## config.mk

```make
export PLATFORM = sky130hd
export DESIGN_NAME = video_scan_driver
export DESIGN_NICKNAME = d
export VERILOG_FILES = /design/src/rtl/video_pkg.sv /design/src/rtl/video_delay_line.sv /design/src/rtl/video_scan_driver.sv
export SDC_FILE = /design/constraint.sdc
export NUM_CORES = 1
export LEC_CHECK = 0
export ABC_AREA = 1
export CAP_MARGIN = 20
export CORE_AREA = 2 2 79 81
export CTS_CLUSTER_SIZE = 16
export DETAILED_ROUTE_END_ITERATION = 7
export DIE_AREA = 0 0 81 83
export DONT_BUFFER_PORTS = 1
export HOLD_SLACK_MARGIN = 0.08
export SYNTH_ARGS = -nofsm -noshare
export SYNTH_HDL_FRONTEND = slang
export SYNTH_SLANG_ARGS = --single-unit
```

## constraint.sdc

```tcl
create_clock -name clk -period 1.2 [get_ports clk]
set_input_delay 0.12 -clock clk [delete_from_list [all_inputs] [get_ports clk]]
set_output_delay 0.12 -clock clk [all_outputs]
set_load 0.02 [all_outputs]
```

## src/rtl/video_pkg.sv

```systemverilog
// Shared mode constants and helpers for the raster scan driver:
// default 640x480@60 timing, total/width helpers and the channel expander.
package video_pkg;

    localparam int DEF_H_ACTIVE   = 640;
    localparam int DEF_H_FRONT    = 16;
    localparam int DEF_H_SYNC     = 96;
    localparam int DEF_H_BACK     = 48;
    localparam int DEF_V_ACTIVE   = 480;
    localparam int DEF_V_FRONT    = 10;
    localparam int DEF_V_SYNC     = 2;
    localparam int DEF_V_BACK     = 33;
    localparam int DEF_H_POL      = 0;
    localparam int DEF_V_POL      = 0;
    localparam int DEF_SCALE      = 1;
    localparam int DEF_REND_W     = 9;
    localparam int DEF_R_IN       = 3;
    localparam int DEF_G_IN       = 3;
    localparam int DEF_B_IN       = 2;
    localparam int DEF_COLOR_OUT  = 4;
    localparam int DEF_FETCH_LAT  = 2;

    function automatic int h_total(input int act, input int front, input int sync, input int back);
        return act + front + sync + back;
    endfunction

    function automatic int v_total(input int act, input int front, input int sync, input int back);
        return act + front + sync + back;
    endfunction

    function automatic int clog2(input int value);
        int res;
        res = 0;
        for (int i = 0; i < 31; i++) begin
            if ((32'd1 << i) < value) begin
                res = i + 1;
            end else begin
                res = res;
            end
        end
        return res;
    endfunction

    // Output bit k (from the MSB) takes input bit (k mod in_w) from the MSB:
    // replication when widening, plain MSB truncation when narrowing.
    function automatic logic [15:0] expand_channel(input logic [15:0] val, input int in_w,
                                                   input int out_w);
        logic [15:0] res;
        res = 16'd0;
        for (int i = 0; i < 16; i++) begin
            if (i < out_w) begin
                res[out_w - 1 - i] = val[in_w - 1 - (i % in_w)];
            end else begin
                res = res;
            end
        end
        return res;
    endfunction

endpackage

```

## src/rtl/video_delay_line.sv

```systemverilog
// Width/depth parametrised shift register with synchronous clear;
// a depth of zero collapses to a straight wire.
module video_delay_line
    import video_pkg::*;
#(
    parameter int WIDTH = 1,
    parameter int DEPTH = 1
) (
    input  logic             clk,
    input  logic             i_clear,
    input  logic [WIDTH-1:0] i_data,
    output logic [WIDTH-1:0] o_data
);

    generate
        if (DEPTH == 0) begin : g_wire
            logic w_unused;
            assign w_unused = clk ^ i_clear;
            assign o_data   = i_data;
        end else begin : g_shift
            logic [WIDTH-1:0] r_stage [DEPTH];

            // Shift one stage per clock, or flush every stage to zero
            always_ff @(posedge clk) begin
                if (i_clear) begin
                    for (int i = 0; i < DEPTH; i++) begin
                        r_stage[i] <= {WIDTH{1'b0}};
                    end
                end else begin
                    r_stage[0] <= i_data;
                    for (int i = 1; i < DEPTH; i++) begin
                        r_stage[i] <= r_stage[i-1];
                    end
                end
            end

            assign o_data = r_stage[DEPTH-1];
        end
    endgenerate

endmodule

```

## src/rtl/video_scan_driver.sv

```systemverilog
// Raster timing generator: scaled fetch coordinates out, fetched colour back in,
// sync/blank delayed to match the fetch latency, channels expanded for the DAC.
module video_scan_driver
    import video_pkg::*;
#(
    parameter int H_ACTIVE    = DEF_H_ACTIVE,
    parameter int H_FRONT     = DEF_H_FRONT,
    parameter int H_SYNC      = DEF_H_SYNC,
    parameter int H_BACK      = DEF_H_BACK,
    parameter int V_ACTIVE    = DEF_V_ACTIVE,
    parameter int V_FRONT     = DEF_V_FRONT,
    parameter int V_SYNC      = DEF_V_SYNC,
    parameter int V_BACK      = DEF_V_BACK,
    parameter int H_POL       = DEF_H_POL,
    parameter int V_POL       = DEF_V_POL,
    parameter int SCALE_SHIFT = DEF_SCALE,
    parameter int REND_W      = DEF_REND_W,
    parameter int R_IN        = DEF_R_IN,
    parameter int G_IN        = DEF_G_IN,
    parameter int B_IN        = DEF_B_IN,
    parameter int COLOR_OUT   = DEF_COLOR_OUT,
    parameter int FETCH_LAT   = DEF_FETCH_LAT
) (
    input  logic                        clk,
    input  logic                        rst,
    input  logic                        enable,
    input  logic [R_IN+G_IN+B_IN-1:0]   color,
    output logic [REND_W-1:0]           rendX,
    output logic [REND_W-1:0]           rendY,
    output logic                        rendValid,
    output logic                        frameStart,
    output logic                        lineStart,
    output logic                        hSync,
    output logic                        vSync,
    output logic                        valid,
    output logic [COLOR_OUT-1:0]        red,
    output logic [COLOR_OUT-1:0]        green,
    output logic [COLOR_OUT-1:0]        blue
);

    localparam int H_TOTAL = h_total(H_ACTIVE, H_FRONT, H_SYNC, H_BACK);
    localparam int V_TOTAL = v_total(V_ACTIVE, V_FRONT, V_SYNC, V_BACK);
    localparam int HCW     = clog2(H_TOTAL);
    localparam int VCW     = clog2(V_TOTAL);
    localparam int CIN     = R_IN + G_IN + B_IN;

    localparam logic [HCW-1:0] H_LAST     = HCW'(H_TOTAL - 1);
    localparam logic [HCW-1:0] H_ACT_END  = HCW'(H_ACTIVE);
    localparam logic [HCW-1:0] H_SYNC_BEG = HCW'(H_ACTIVE + H_FRONT);
    localparam logic [HCW-1:0] H_SYNC_END = HCW'(H_ACTIVE + H_FRONT + H_SYNC);
    localparam logic [HCW-1:0] H_ONE      = HCW'(1'b1);
    localparam logic [VCW-1:0] V_LAST     = VCW'(V_TOTAL - 1);
    localparam logic [VCW-1:0] V_ACT_END  = VCW'(V_ACTIVE);
    localparam logic [VCW-1:0] V_SYNC_BEG = VCW'(V_ACTIVE + V_FRONT);
    localparam logic [VCW-1:0] V_SYNC_END = VCW'(V_ACTIVE + V_FRONT + V_SYNC);
    localparam logic [VCW-1:0] V_ONE      = VCW'(1'b1);
    localparam logic           H_ON       = 1'(H_POL);
    localparam logic           V_ON       = 1'(V_POL);

    generate
        if (((H_ACTIVE - 1) >> SCALE_SHIFT) >= (1 << REND_W)) begin : g_bad_rend_x
            $error("REND_W too narrow for the scaled horizontal active range");
        end
        if (((V_ACTIVE - 1) >> SCALE_SHIFT) >= (1 << REND_W)) begin : g_bad_rend_y
            $error("REND_W too narrow for the scaled vertical active range");
        end
    endgenerate

    logic [HCW-1:0]       r_hcnt;
    logic [VCW-1:0]       r_vcnt;
    logic                 w_active;
    logic                 w_hs_raw;
    logic                 w_vs_raw;
    logic [REND_W-1:0]    r_rend_x;
    logic [REND_W-1:0]    r_rend_y;
    logic                 r_rend_valid;
    logic                 r_line_start;
    logic                 r_frame_start;
    logic                 r_req_hs;
    logic                 r_req_vs;
    logic [2:0]           w_aligned;
    logic [COLOR_OUT-1:0] w_red;
    logic [COLOR_OUT-1:0] w_green;
    logic [COLOR_OUT-1:0] w_blue;
    logic                 r_hsync;
    logic                 r_vsync;
    logic                 r_valid;
    logic [COLOR_OUT-1:0] r_red;
    logic [COLOR_OUT-1:0] r_green;
    logic [COLOR_OUT-1:0] r_blue;

    // Raster counters, parked at the origin while reset or disabled
    always_ff @(posedge clk) begin
        if (rst || !enable) begin
            r_hcnt <= {HCW{1'b0}};
            r_vcnt <= {VCW{1'b0}};
        end else if (r_hcnt == H_LAST) begin
            r_hcnt <= {HCW{1'b0}};
            if (r_vcnt == V_LAST) begin
                r_vcnt <= {VCW{1'b0}};
            end else begin
                r_vcnt <= r_vcnt + V_ONE;
            end
        end else begin
            r_hcnt <= r_hcnt + H_ONE;
            r_vcnt <= r_vcnt;
        end
    end

    assign w_active = (r_hcnt < H_ACT_END) && (r_vcnt < V_ACT_END);
    assign w_hs_raw = (r_hcnt >= H_SYNC_BEG) && (r_hcnt < H_SYNC_END);
    assign w_vs_raw = (r_vcnt >= V_SYNC_BEG) && (r_vcnt < V_SYNC_END);

    // Request stage: fetch coordinates plus the raw flags that must track them
    always_ff @(posedge clk) begin
        if (rst || !enable) begin
            r_rend_x      <= {REND_W{1'b0}};
            r_rend_y      <= {REND_W{1'b0}};
            r_rend_valid  <= 1'b0;
            r_line_start  <= 1'b0;
            r_frame_start <= 1'b0;
            r_req_hs      <= 1'b0;
            r_req_vs      <= 1'b0;
        end else begin
            r_rend_x      <= REND_W'(r_hcnt >> SCALE_SHIFT);
            r_rend_y      <= REND_W'(r_vcnt >> SCALE_SHIFT);
            r_rend_valid  <= w_active;
            r_line_start  <= (r_hcnt == {HCW{1'b0}}) && (r_vcnt < V_ACT_END);
            r_frame_start <= (r_hcnt == {HCW{1'b0}}) && (r_vcnt == {VCW{1'b0}});
            r_req_hs      <= w_hs_raw;
            r_req_vs      <= w_vs_raw;
        end
    end

    // Flags ride alongside the fetch so they meet the colour it returns
    video_delay_line #(
        .WIDTH (3),
        .DEPTH (FETCH_LAT)
    ) u_align (
        .clk     (clk),
        .i_clear (rst || !enable),
        .i_data  ({r_rend_valid, r_req_hs, r_req_vs}),
        .o_data  (w_aligned)
    );

    assign w_red   = COLOR_OUT'(expand_channel(16'(color[CIN-1 -: R_IN]), R_IN, COLOR_OUT));
    assign w_green = COLOR_OUT'(expand_channel(16'(color[G_IN+B_IN-1 -: G_IN]), G_IN, COLOR_OUT));
    assign w_blue  = COLOR_OUT'(expand_channel(16'(color[B_IN-1:0]), B_IN, COLOR_OUT));

    // Display stage: polarity applied, colour forced to black outside the active area
    always_ff @(posedge clk) begin
        if (rst || !enable) begin
            r_hsync <= ~H_ON;
            r_vsync <= ~V_ON;
            r_valid <= 1'b0;
            r_red   <= {COLOR_OUT{1'b0}};
            r_green <= {COLOR_OUT{1'b0}};
            r_blue  <= {COLOR_OUT{1'b0}};
        end else begin
            r_hsync <= w_aligned[1] ? H_ON : ~H_ON;
            r_vsync <= w_aligned[0] ? V_ON : ~V_ON;
            r_valid <= w_aligned[2];
            r_red   <= w_aligned[2] ? w_red   : {COLOR_OUT{1'b0}};
            r_green <= w_aligned[2] ? w_green : {COLOR_OUT{1'b0}};
            r_blue  <= w_aligned[2] ? w_blue  : {COLOR_OUT{1'b0}};
        end
    end

    assign rendX      = r_rend_x;
    assign rendY      = r_rend_y;
    assign rendValid  = r_rend_valid;
    assign lineStart  = r_line_start;
    assign frameStart = r_frame_start;
    assign hSync      = r_hsync;
    assign vSync      = r_vsync;
    assign valid      = r_valid;
    assign red        = r_red;
    assign green      = r_green;
    assign blue       = r_blue;

endmodule
```

# Word-level counts from Yosys, hierarchy flattened
# Memories as Yosys holds them, arrays and structs flattened.
# Cells that the tools add are included.
[totals]
memories = 1
ram_bits = 6
reg_bits = 58
wordCells = 48
input_bits = 11
out_inout_bits = 36
[memory_table]
columns = ["name", "depth", "word_bits", "read_ports", "rd_ports_with_merged_regs", "wr", "line", "text"]
rows = [
  ["u_align.g_shift.r_stage", 2, 3, 2, 0, 2, "video_delay_line.sv:21", "logic [WIDTH-1:0] r_stage [DEPTH];"],
]
[classes]
n_bitwise = 3
add_sub_neg = 2
order_cmp = 6
n_reduce_logical = 11
eq_ne = 2
n_mux = 8
[op_table]
columns = ["cell", "n"]
rows = [
  ["10-bit by 1-bit adder with 10-bit output, second input constant", 2],
  ["10-bit == test, second input constant", 2],
  ["10-bit logical NOT", 2],
  ["10-bit < comparator, second input constant", 2],
  ["10-bit by 9-bit < comparator with 1-bit output, second input constant", 2],
  ["10-bit >= comparator, second input constant", 1],
  ["10-bit by 9-bit >= comparator with 1-bit output, second input constant", 1],
  ["10-bit two-way mux", 1],
  ["3-bit two-way mux", 2],
  ["1-bit logical AND", 5],
  ["1-bit two-way mux", 5],
  ["2-bit OR reduction", 2],
  ["1-bit bitwise OR", 2],
  ["1-bit logical NOT", 1],
  ["1-bit logical OR", 1],
  ["1-bit NOT", 1],
]

# Logic depth before layout (Yosys ltp)
[logic_depth]
ltp_word = 5
mapped_depth = 9
depth_no_buf = 9

# Cells and area by module
# From an unflattened synthesis, not the netlist that was laid out.
[unflattened]
cells_unflattened = 290
hier_area_um2 = 2269.7
[by_module_without_submodules]
columns = ["mod", "cells_each", "seq_area_each_um2", "area_per_inst_um2", "n_inst"]
rows = [
  ["video_scan_driver", 269, 1081.0, 2082.0, 1],
  ["video_delay_line", 21, 120.1, 187.7, 1],
]

# Worst setup path after synthesis
# No wires, ideal clock.
[synth_path]
path_type = "flip-flop to flip-flop"
start = "register r_hcnt[0]"
end = "register r_vcnt[5]"
arrival_time_ns = 1.162
setup_ns = 0.113
setup_slack_ns = -0.075
stages_incl_launch_ff = 9
n_path_buf = 0
required_ns = 1.087
period_less_slack_ns = 1.275
cell_sequence = "dfxtp_1 ha_1 nand3_4 clkinv_4 nand3_4 nand2_4 nand2_4 nand2_1 nor2_1"
[synth_via]
elab_chain_len = 1
[synth_rtl]
columns = ["element", "line", "text"]
rows = [
  ["from (decl)", "video_scan_driver.sv:69", "logic [HCW-1:0] r_hcnt;"],
  ["from (signal assigned)", "video_scan_driver.sv:95", "r_hcnt <= {HCW{1'b0}};"],
  ["from (signal assigned)", "video_scan_driver.sv:98", "r_hcnt <= {HCW{1'b0}};"],
  ["from (signal assigned)", "video_scan_driver.sv:105", "r_hcnt <= r_hcnt + H_ONE;"],
  ["10-bit == test", "video_scan_driver.sv:97", "end else if (r_hcnt == H_LAST) begin"],
  ["to (signal assigned)", "video_scan_driver.sv:96", "r_vcnt <= {VCW{1'b0}};"],
  ["to (signal assigned)", "video_scan_driver.sv:100", "r_vcnt <= {VCW{1'b0}};"],
  ["to (signal assigned)", "video_scan_driver.sv:102", "r_vcnt <= r_vcnt + V_ONE;"],
  ["to (decl)", "video_scan_driver.sv:70", "logic [VCW-1:0] r_vcnt;"],
]
# Every way passes these cells.
# A chain may end at the register's enable or synchronous reset.

# Worst setup path in the final report
[layout_path]
start = "register r_vcnt[1]"
end = "register r_vcnt[9]"
[layout_via]
elab_chain_len = 2
elab_cells_between_ends = 3
classes_between = "add/sub (1); eq/ne (1); mux (1)"
[layout_rtl]
columns = ["element", "line", "text"]
rows = [
  ["10-bit by 1-bit adder with 10-bit output or 10-bit == test (tied branches)", "video_scan_driver.sv:102, video_scan_driver.sv:99", ""],
  ["10-bit two-way mux (*)", "video_scan_driver.sv:99", "if (r_vcnt == V_LAST) begin"],
]
# Mark *: on every way between the ends. The rest lies on a longest branch, timed or not.

==> results.toml <==
[outcome]
status = "finished, violations left"
violations = "negative setup slack"

[synth]
synth_area_per_cell_um2 = 7.98
synth.top_cells.by_count = "nor2_1 (66), dfxtp_1 (60), nand2_1 (50)"
synthTopCellsByArea = "dfxtp_1 (52%), nor2_1 (11%), nand2_1 (8.2%)"
synth_cells = 288
syn_area_um2 = 2300
async_flop_share_pct = 0
yosysMostFrequentCell = "nor2_1"
synth.ff_latch_count = 60
synth_edf_count = 0
synth_top_area_share_pct = 52.3
ys.flop_type = "dfxtp_1"
synth_seq_area_share_pct = 52.3
yosysWarnings = 0
synth_fp_nets = 304
synth_cell_types = 25
synth_top_area_cell = "dfxtp_1"

[finish]
fin_cells = 411
num_antenna_cells = 0
final_layout_size_suffix_gt1_share_pct = 25.9
area_growth_pct = 31.7
nFillCells = 551
nets = 347

[place]
hpwlAfterDp_um = 3160
gp_congestion = 0.833
dp.cells = 381
io_buffers = 0

[drt]
met3WireLength_um = 377
highest_layer = "met4"
ant_nets = 0
wl_per_cell_um = 12.2
wl_met2_um = 2320
drt_iter0_markers = 100
viasPerCell = 4.55
drc = 0
vias = 1868
m1WireLength_um = 2270
drt-pass1-iter-count = 4
drt-total-wl_um = 5030

[worst_setup_path]
crit_fanout = 4
required_ns = 1.42
worst_setup_path_end_kind = "flip-flop"
worst_r2r_startpoint = "r_vcnt[1]"
cp-startpoint = "r_vcnt[1]"
arrival_ns = 1.49
critPathLaunchType = "flip-flop"
worst-setup-path-type = "flip-flop to flip-flop"

[global_routing]
grt_pass1_wl_um = 8160
grt_pass1_vias = 1786
grt.overflow.total = 0
antenna_found_initial = 0
grt_max_degree = 26
grt_usage_pct = 15.6

[pwr]
vdd_ir_drop_max_uv = 681
p_leak_nw = 1.25
power.density_nw_per_um2 = 1440

[timing]
final-max-slew-violation-count = 0
whs_ns = 0.134
worstMarginPinSlew_ns = 0.422
rsz0062_at_grt = "yes"
maxSlewHeadroom_pct = 71.8
fin_ws_ns = -0.0700
hold_viol = 0
fin_skew_ns = 0.00870
setup_viol = 20
fmax_mhz = 787
min_period_ns = 1.27
min_period_over_period_pct = 106

[floorplanning]
boundaryPins = 47
core_um2 = 5820
initial_core_util_pct = 39.5
rows = 28
die_h_um = 83
die_area_um2 = 6720
die_w_um = 81

[cts]
cts_num_sinks = 60
cts_tree = "done"
clk_latency_ns = 0.33
clk_pin_slew_ns = 0.07
root_buffer = "clkbuf_8"
cts_buffer_depth = 2
cts_buffers = 9
htree_levels = 3

[min_path]
min_path_type = "input pin to flip-flop"
min_from = "rst"

[flow_run]
cap_viol_max_count = 0
sequential cells by signal (all words and copies together), names as in the netlist, 2 cells and up:
name and flops:
blue 2, green 3, r_hcnt 10, r_vcnt 10
red 3, rendX 9, rendY 9, u_align.g_shift.r_stage 6
stage by stage:
stage / util [%] / TNS, ns / worst slack (ns) / instance area, um^2 / total power [mW]
3_5_place_dp: 43.9 / -0.846 / -0.0926 / 2550 / 2.16
2_1_floorplan: - / 0 / 0.000754 / 2310 / 2.13
6_report: 52.1 / -0.736 / -0.0700 / 3030 / 4.37
3_3_place_gp: 43.9 / -0.316 / -0.0401 / 2550 / 2.16
4_1_cts: 50.6 / -0.703 / -0.0520 / 2940 / 4.42
5_1_grt: 52.1 / -2.28 / -0.174 / 3030 / 4.55
power breakdown:
group          total, mW  internal, mW  switching, mW
sequential          2.01          2.00         0.0157
combinational      0.126        0.0560         0.0702
clock               2.23          1.44          0.795
worst max-delay path, stage by stage (launching register included):
cell,delay (ns)
dfxtp_2,0.38
buf_4,0.14
nand2_1,0.08
nor2_2,0.15
nand2_1,0.12
nor2_2,0.12
nand3_1,0.08
nand2_1,0.07
nor2_1,0.03
metal layers:
metal	vias up	track usage, %
met2	63	23.4
met3	6	5.98
met4	0	6.93
li1	958	-
met1	841	19.7
met5	-	0
layout make-up:
type | instances | area (um^2) | share of cell area [%]
flip-flops and latches | 60 | 1210 | 40.1
multi-input cells | 173 | 955 | 31.5
clock buffers | 10 | 138 | 4.55
clock inverters | 6 | 111 | 3.68
inverters | 48 | 188 | 6.20
repair buffers | 39 | 328 | 10.8
well taps | 75 | 93.8 | 3.10
kinds of logic (layout without fill, tap and decap cells):
logic type                 after synthesis  count (layout)  share of synthesized area [%]
and+or+nand+nor                        152             153                           30.3
DFF                                     60              60                           52.3
buffers and inverters                   56             103                           10.7
AOI/OAI and AO/OA                       11              11                           2.50
adders and majority gates                5               5                           2.72
xor gates and xnor gates                 4               4                           1.52
repair_timing:
item                                   in CTS  in global routing
buffers inserted                            3                  1
hold buffers                                9                  0
setup endpoints to repair                  20                 31
gates cloned                                1                  0
resized for setup                           6                 26
endpoints found under the hold margin      10                  0
pin swaps                                   4                  7
final timing paths:
| check | endpoint | slack, ns | cells past startpoint |
|---|---|---|---|
| hold reg to reg | hSync | 0.37 | 1 |
| setup reg to reg | r_vcnt[9] | -0.07 | 8 |
| hold / removal | r_hcnt[4] | 0.13 | 4 |
| setup / recovery | r_vcnt[9] | -0.07 | 8 |
cell usage in the layout, fill, tap and decap left out, drive strengths merged:
cell type / n
clkinvlp: 1
buf: 30
bufinv: 3
clkbuf: 10
nand3b: 1
xnor2: 1
o211ai: 1
nand3: 15
dfxtp: 60
clkinv: 3
nand4: 7
xor2: 3
nor3: 5
dlygate4sd3: 9
o21ai: 3
nand2: 52
inv: 47
ha: 5
nor2: 73
a21oi: 7
Note: power is estimated with default switching activity, not from simulation.
